$ cat src/rtl/key_press_emulator_pkg.sv
// Shared types and timing constants for the key press emulator.
// Holds the FSM state encoding and default hold/gap/debounce windows.
package key_press_emulator_pkg;

  typedef enum logic [1:0] {
    IDLE    = 2'd0,
    PRESS   = 2'd1,
    RELEASE = 2'd2
  } kp_state_e;

  localparam logic [21:0] KEY_HOLD_DEF = 22'd2_000_100;
  localparam logic [21:0] KEY_GAP_DEF  = 22'd2_000_100;
  localparam int          DEBOUNCE_WIN = 2_000_000;

endpackage

$ cat src/rtl/key_press_emulator_sat_updown_cnt.sv
// Saturating up/down counter; ovf strobes when an increment hits max.
// Ports: clk, rst (sync, active-low), inc, dec, q, ovf.
module sat_updown_cnt #(
  parameter int W = 4
) (
  input  logic         clk,
  input  logic         rst,
  input  logic         inc,
  input  logic         dec,
  output logic [W-1:0] q,
  output logic         ovf
);

  logic [W-1:0] q_d;
  logic         at_max;

  assign at_max = &q;
  // Simultaneous inc and dec cancel, so only a lone inc can drop.
  assign ovf    = inc & ~dec & at_max;

  always_comb begin
    q_d = q;
    if (inc && !dec && !at_max) begin
      q_d = q + 1'b1;
    end else if (dec && !inc && (q != '0)) begin
      q_d = q - 1'b1;
    end
  end

  always_ff @(posedge clk) begin
    if (!rst) begin
      q <= '0;
    end else begin
      q <= q_d;
    end
  end

endmodule

$ cat src/rtl/key_press_emulator.sv
// Turns request pulses into timed key presses (HOLD high, GAP low).
// Ports: clk, rst, pulse_in, clr_ovf -> key_out, busy, pending, overflow.
module key_press_emulator
  import key_press_emulator_pkg::*;
#(
  parameter logic [21:0] HOLD   = KEY_HOLD_DEF,
  parameter logic [21:0] GAP    = KEY_GAP_DEF,
  parameter int          PEND_W = 4
) (
  input  logic              clk,
  input  logic              rst,
  input  logic              pulse_in,
  input  logic              clr_ovf,
  output logic              key_out,
  output logic              busy,
  output logic [PEND_W-1:0] pending,
  output logic              overflow
);

  kp_state_e   state_q, state_d;
  logic [21:0] cnt_q, cnt_d;
  logic        inc, dec, drop;
  logic        pend_nz;

  assign pend_nz = (pending != '0);

  always_comb begin
    state_d = state_q;
    cnt_d   = cnt_q + 22'd1;
    inc     = 1'b0;
    dec     = 1'b0;
    unique case (state_q)
      IDLE: begin
        cnt_d = '0;
        // A live pulse is used directly; the queue is left untouched.
        if (pulse_in) begin
          state_d = PRESS;
        end else if (pend_nz) begin
          state_d = PRESS;
          dec     = 1'b1;
        end
      end
      PRESS: begin
        inc = pulse_in;
        if (cnt_q == HOLD - 22'd1) begin
          state_d = RELEASE;
          cnt_d   = '0;
        end
      end
      RELEASE: begin
        inc = pulse_in;
        if (cnt_q == GAP - 22'd1) begin
          cnt_d = '0;
          if (pend_nz) begin
            state_d = PRESS;
            dec     = 1'b1;
          end else begin
            state_d = IDLE;
          end
        end
      end
      default: begin
        state_d = IDLE;
        cnt_d   = '0;
      end
    endcase
  end

  always_ff @(posedge clk) begin
    if (!rst) begin
      state_q  <= IDLE;
      cnt_q    <= '0;
      key_out  <= 1'b0;
      overflow <= 1'b0;
    end else begin
      state_q <= state_d;
      cnt_q   <= cnt_d;
      key_out <= (state_d == PRESS);
      // A new drop wins over a clear in the same cycle.
      if (drop) begin
        overflow <= 1'b1;
      end else if (clr_ovf) begin
        overflow <= 1'b0;
      end
    end
  end

  sat_updown_cnt #(
    .W(PEND_W)
  ) u_pend (
    .clk(clk),
    .rst(rst),
    .inc(inc),
    .dec(dec),
    .q  (pending),
    .ovf(drop)
  );

  assign busy = (state_q != IDLE) | pend_nz;

endmodule

$ cat config.mk
export PLATFORM = sky130hd
export DESIGN_NAME = key_press_emulator
export DESIGN_NICKNAME = d
export VERILOG_FILES = /design/src/rtl/key_press_emulator_pkg.sv /design/src/rtl/key_press_emulator_sat_updown_cnt.sv /design/src/rtl/key_press_emulator.sv
export SDC_FILE = /design/constraint.sdc
export NUM_CORES = 1
export LEC_CHECK = 0
export BUFFER_PORTS_ARGS = -buffer_cell sky130_fd_sc_hd__buf_2
export CORE_UTILIZATION = 28
export CTS_BUF_LIST = sky130_fd_sc_hd__clkbuf_16
export CTS_CLUSTER_DIAMETER = 40
export CTS_CLUSTER_SIZE = 25
export DETAILED_ROUTE_END_ITERATION = 12
export GPL_TIMING_DRIVEN = 0
export PLACE_DENSITY = 0.51
export SLEW_MARGIN = 20
export SYNTH_ARGS = -nofsm -noshare
export SYNTH_HDL_FRONTEND = slang
export SYNTH_SLANG_ARGS = --single-unit
$ cat constraint.sdc
create_clock -name clk -period 3.9 [get_ports clk]
set_input_delay 0.39 -clock clk [delete_from_list [all_inputs] [get_ports clk]]
set_output_delay 0.39 -clock clk [all_outputs]
set_load 0.05 [all_outputs]
# Yosys cells after proc, flatten, opt, wreduce, memory -nomap -nowiden
# Index checks and enable logic that the tools add are counted.
# totals
regBits	30
in_bits	4
output_inout_bits	7
wordCells	48
# classes
n_addsub	3
n_eq_ne	4
mux	15
n_bitwise	6
reduce_logical	15
# ops
op	count
adder 22 x 1 -> 22 bit, second input constant	1
equality test 22 x 21 -> 1 bit, second input constant	1
two-way mux 2 bit	4
two-way mux 4 bit	2
two-way mux 1 bit	7
one-hot mux 2 bit (3 select lines)	1
nonzero test 2 bit	3
adder 4 x 1 -> 4 bit, second input constant	1
equality test 2 x 1 -> 1 bit, second input constant	2
logical AND 1 bit	4
AND reduction 4 bit	1
nonzero test 4 bit	1
subtractor 4 x 1 -> 4 bit, second input constant	1
logical NOT 1 bit	3
inverter 1 bit	3
OR reduction 3 bit	1
AND 1 bit	2
equality test 2 bit, second input constant	1
logical NOT 2 bit	1
one-hot mux 1 bit (2 select lines)	1
OR reduction 2 bit	1
OR 1 bit	1

# Depth between registers and ports, before layout
# depth
word_depth	8
depth_mapped	12
depth_no_buf	12

# By module
# Synthesis repeated with hierarchy kept, for this count alone.
# unflattened
hier_cells	168
hier_area_um2	1544.0
# by_module_without_submodules
mod	n_inst	cells_per_inst	area_each_um2	seq_area_each_um2
key_press_emulator	1	138	1243.7	520.5
sat_updown_cnt	1	30	300.3	80.1

# Worst setup path after synthesis
# No wires, ideal clock.
# synth_path
kind	register to register
start	register cnt_q[2]
end	register u_pend.q[3]
setup_ns	0.081
arrival_ns	2.961
required_time_ns	3.819
setup_slack_ns	0.859
stages_incl_launch_ff	12
n_path_buf	0
period_less_slack_ns	3.041
path_cell_list	dfxtp_1 or4b_1 or3_4 nor3_4 nor3b_4 inv_1 ha_1 a21o_1 a21oi_1 o211ai_1 or4_1 a41oi_1
# synth_via
elab_chain_cells	7
elab_cells_between_ends	10
classes_between	1 x eq/ne; 3 x mux; 6 x reduce/logical
# synth_lines
item	line	text
start: declaration	key_press_emulator.sv:21	logic [21:0] cnt_q, cnt_d;
start signal: assignment	key_press_emulator.sv:77	cnt_q <= cnt_d;
equality test 22 x 21 -> 1 bit *	key_press_emulator.sv:52	if (cnt_q == GAP - 22'd1) begin
two-way mux 1 bit *	key_press_emulator.sv:52	
one-hot mux 1 bit (2 select lines) *	key_press_emulator.sv:32	unique case (state_q)
logical NOT 1 bit	key_press_emulator_sat_updown_cnt.sv:23	if (inc && !dec && !at_max) begin
logical AND 1 bit (2 in a row)	key_press_emulator_sat_updown_cnt.sv:23	
two-way mux 4 bit / nonzero test 2 bit (equally long branches)	--	
end signal: assignment	key_press_emulator_sat_updown_cnt.sv:34	q <= q_d;
end: declaration	key_press_emulator_sat_updown_cnt.sv:10	output logic [W-1:0] q,
# Mark *: on every way between the ends. The rest lies on a longest branch, timed or not.
# A chain may end at the register's enable or synchronous reset.

# Final worst setup path
# Ends and elaborated chain as after synthesis.

==> qor.txt <==
Yosys top cell by area - dfxtp_1
Top-Level Pins - 11
Combinational family with the most area after synthesis - simple AND/OR/NAND/NOR gates
Hold Vio Cnt, Final - 0
DIE HEIGHT - 77.16 µm
Leak - 0.0006814 µW
Met1 usage - 0.1460
HPWL after DPL - 2.310 mm
Fin cells - 266
Slew @ Worst Pin - 0.9061 ns
XOR/XNOR share of the synthesized area - 0.1052
Fraction of the yosys area taken by sequential cells - 0.3797
Unique masters post-synth - 43
Outcome - finished clean
Total power - 1224 µW
Via count - 1257
CTS root buf - clkbuf_16
Top post-synthesis cells by area - dfxtp_1 38%, nor2_1 6.9%, xor2_1 6.6%
Max Slew Vio Count - 0
Crit path DAT - 3.55 ns
Initial Util - 0.3001
# rows - 26
Setup TNS Final - 0 ns
Clk buf depth - 2
Max Cap Viol - 0
Share of layout cells above drive strength 1 - 0.1480
Routed WL - 3.122 mm
Die Wd - 77.16 µm
Post-CTS repair timing setup buffer count - 0
Initial DRC Count - 37
Crit path launch type - flop
Mapped Area - 1582 µm²
H-tree lvl count - 2
Initial antenna violation count - 0
Maximum VDD drop - 0.0003129 V
Drt via density - 4.726
Vias in the first global route - 1155
DRC - 0
Drt pass-1 iters - 3
Clk sink count - 30
Synthesized netlist cell count - 178
RSZ-0062 raised after global routing - false
First-pass GRT wire length - 5.430 mm
IO Port Bufs - 10
Core Area - 5270 µm²
Num CTS Buffers - 5
Rel. slew slack - 0.3904
Crit-path max FO - 8
Syn nets - 190
Synth Area per Inst - 8.885 µm²
Area Growth Syn to Fin - 19.15%
Clk_lat worst skew - 0.27 ns
Fin crit period - 3.355 ns
Clk_skew - 0.003485 ns
Largest net degree at the start of global routing - 11
Avg WL per Cell - 11.74 µm
Gr usage total - 0.1167
Hold Crit Class - input pin to flop
Nets - 207
WP data required - 4.09 ns
Met3 usage - 0.03571
Fraction of registers with async set or reset after synthesis - 0
Die footprint - 5953 µm²
Cell with the most instances after synthesis - dfxtp_1
Worst-path clk slew - 0.05 ns
Fin crit share - 0.8604
Synth Flop Type - dfxtp_1
Setup-failing EPs final - 0
Congestion Overflow GR - 0
Post-synth EDFFs - 0
Multiplexer area fraction after synthesis - 0.006329
Post-synthesis register bit count - 30
GR peak layer - met2
Pwr dens - 649.4 nW/µm²
Post-cts sizing count - 0
Remaining antenna violation count - 0
Gpl congestion - 0.7484
Hold WS - 0.3940 ns
CTS tree - done
Synth top cells by count - 30 x dfxtp_1, 29 x nor2_1, 13 x nand2_1, 12 x xor2_1, 9 x nand3_1
Simple-gate share of the synthesized area - 0.3212
ANT cells - 0
FMAX - 0.2980 GHz
GR Layer Usage met2 - 0.1805
Synth warn - 0
Inst Count DP - 258
# hold bufs at CTS - 0
Crit. End Element - flop
Kind of critical path - flop to flop
Synth Area in Compound Gates - 0.09573
Post-Synth Adder-Cell Area - 0.06804
Post-synth top area share - 0.3797
layout by cell type, fill, tap and decap left out, drive strengths merged, types with 2 or more instances in the layout:
cell,instances
nand3,9
xnor2,7
nor3,5
and3,4
ha,7
a21oi,5
nor3b,2
nand4,8
or3,5
clkbuf,7
inv,8
o211ai,2
dfxtp,30
buf,10
clkinv,2
o21ai,5
nand2,13
or4,3
nor2,30
nor4,3
and4,3
xor2,12
per-layer routing:
layer	wire, µm	up-vias
met4	57	0
met3	96	7
met2	1363	13
met1	1605	570
met5	0	-
li1	-	667
sequential cells by signal, indices dropped and copies added (netlist names):
register / cells
state_q: 2
u_pend.q: 4
overflow: 1
key_out: 1
cnt_q: 22
logic make-up after synthesis:
kind of cell / Yosys count
compound gates: 21
xor+xnor: 19
fa+ha+maj: 8
buf+inv: 10
flops: 30
mux: 1
simple gates: 89
worst paths after layout:
check | start | end | slack, ns | depth (start not counted)
max | cnt_q[2] | u_pend.q[3] | 0.54 | 11
min | rst | u_pend.q[2] | 0.39 | 2
max reg2reg | cnt_q[2] | u_pend.q[3] | 0.54 | 11
min reg2reg | overflow | overflow | 0.48 | 2
report_power, final:
part | internal [µW] | total, µW | leakage [µW] | switching, µW
Clock | 298 | 431 | 0.0000836 | 133
Combinational | 133 | 400 | 0.000355 | 267
Sequential | 339 | 392 | 0.000243 | 53.7
stage by stage:
| step | setup slack (ns) | util | instance area, µm² |
|---|---|---|---|
| 2_1_floorplan | 0.8587 | - | 1582 |
| 3_3_place_gp | 0.5865 | 0.3262 | 1719 |
| 3_5_place_dp | 0.5326 | 0.3262 | 1719 |
| 4_1_cts | 0.5158 | 0.3576 | 1884 |
| 5_1_grt | 0.2912 | 0.3576 | 1884 |
| 6_report | 0.5446 | 0.3576 | 1884 |
cell type report:
type	count	area, µm²
Fill cell	584	3386
Multi-Input combinational cell	138	943.4
Sequential cell	30	600.6
Clock buffer	5	125.1
Tap cell	70	87.58
Timing Repair Buffer	10	50.05
Clock inverter	3	40.04
Inverter	8	30.03
Buffer	2	7.507
critical path, cell delays in order, from the launching register on:
cell      delay [ns]
dfxtp_1         0.36
or4b_1          0.57
or3_4           0.42
nor3_4          0.28
nor3b_4         0.11
inv_1           0.16
ha_1            0.26
a21o_1          0.17
a21oi_1         0.24
o211ai_1        0.14
or4_1           0.41
a41oi_1         0.15
Note: power is estimated with default switching activity, not from simulation.
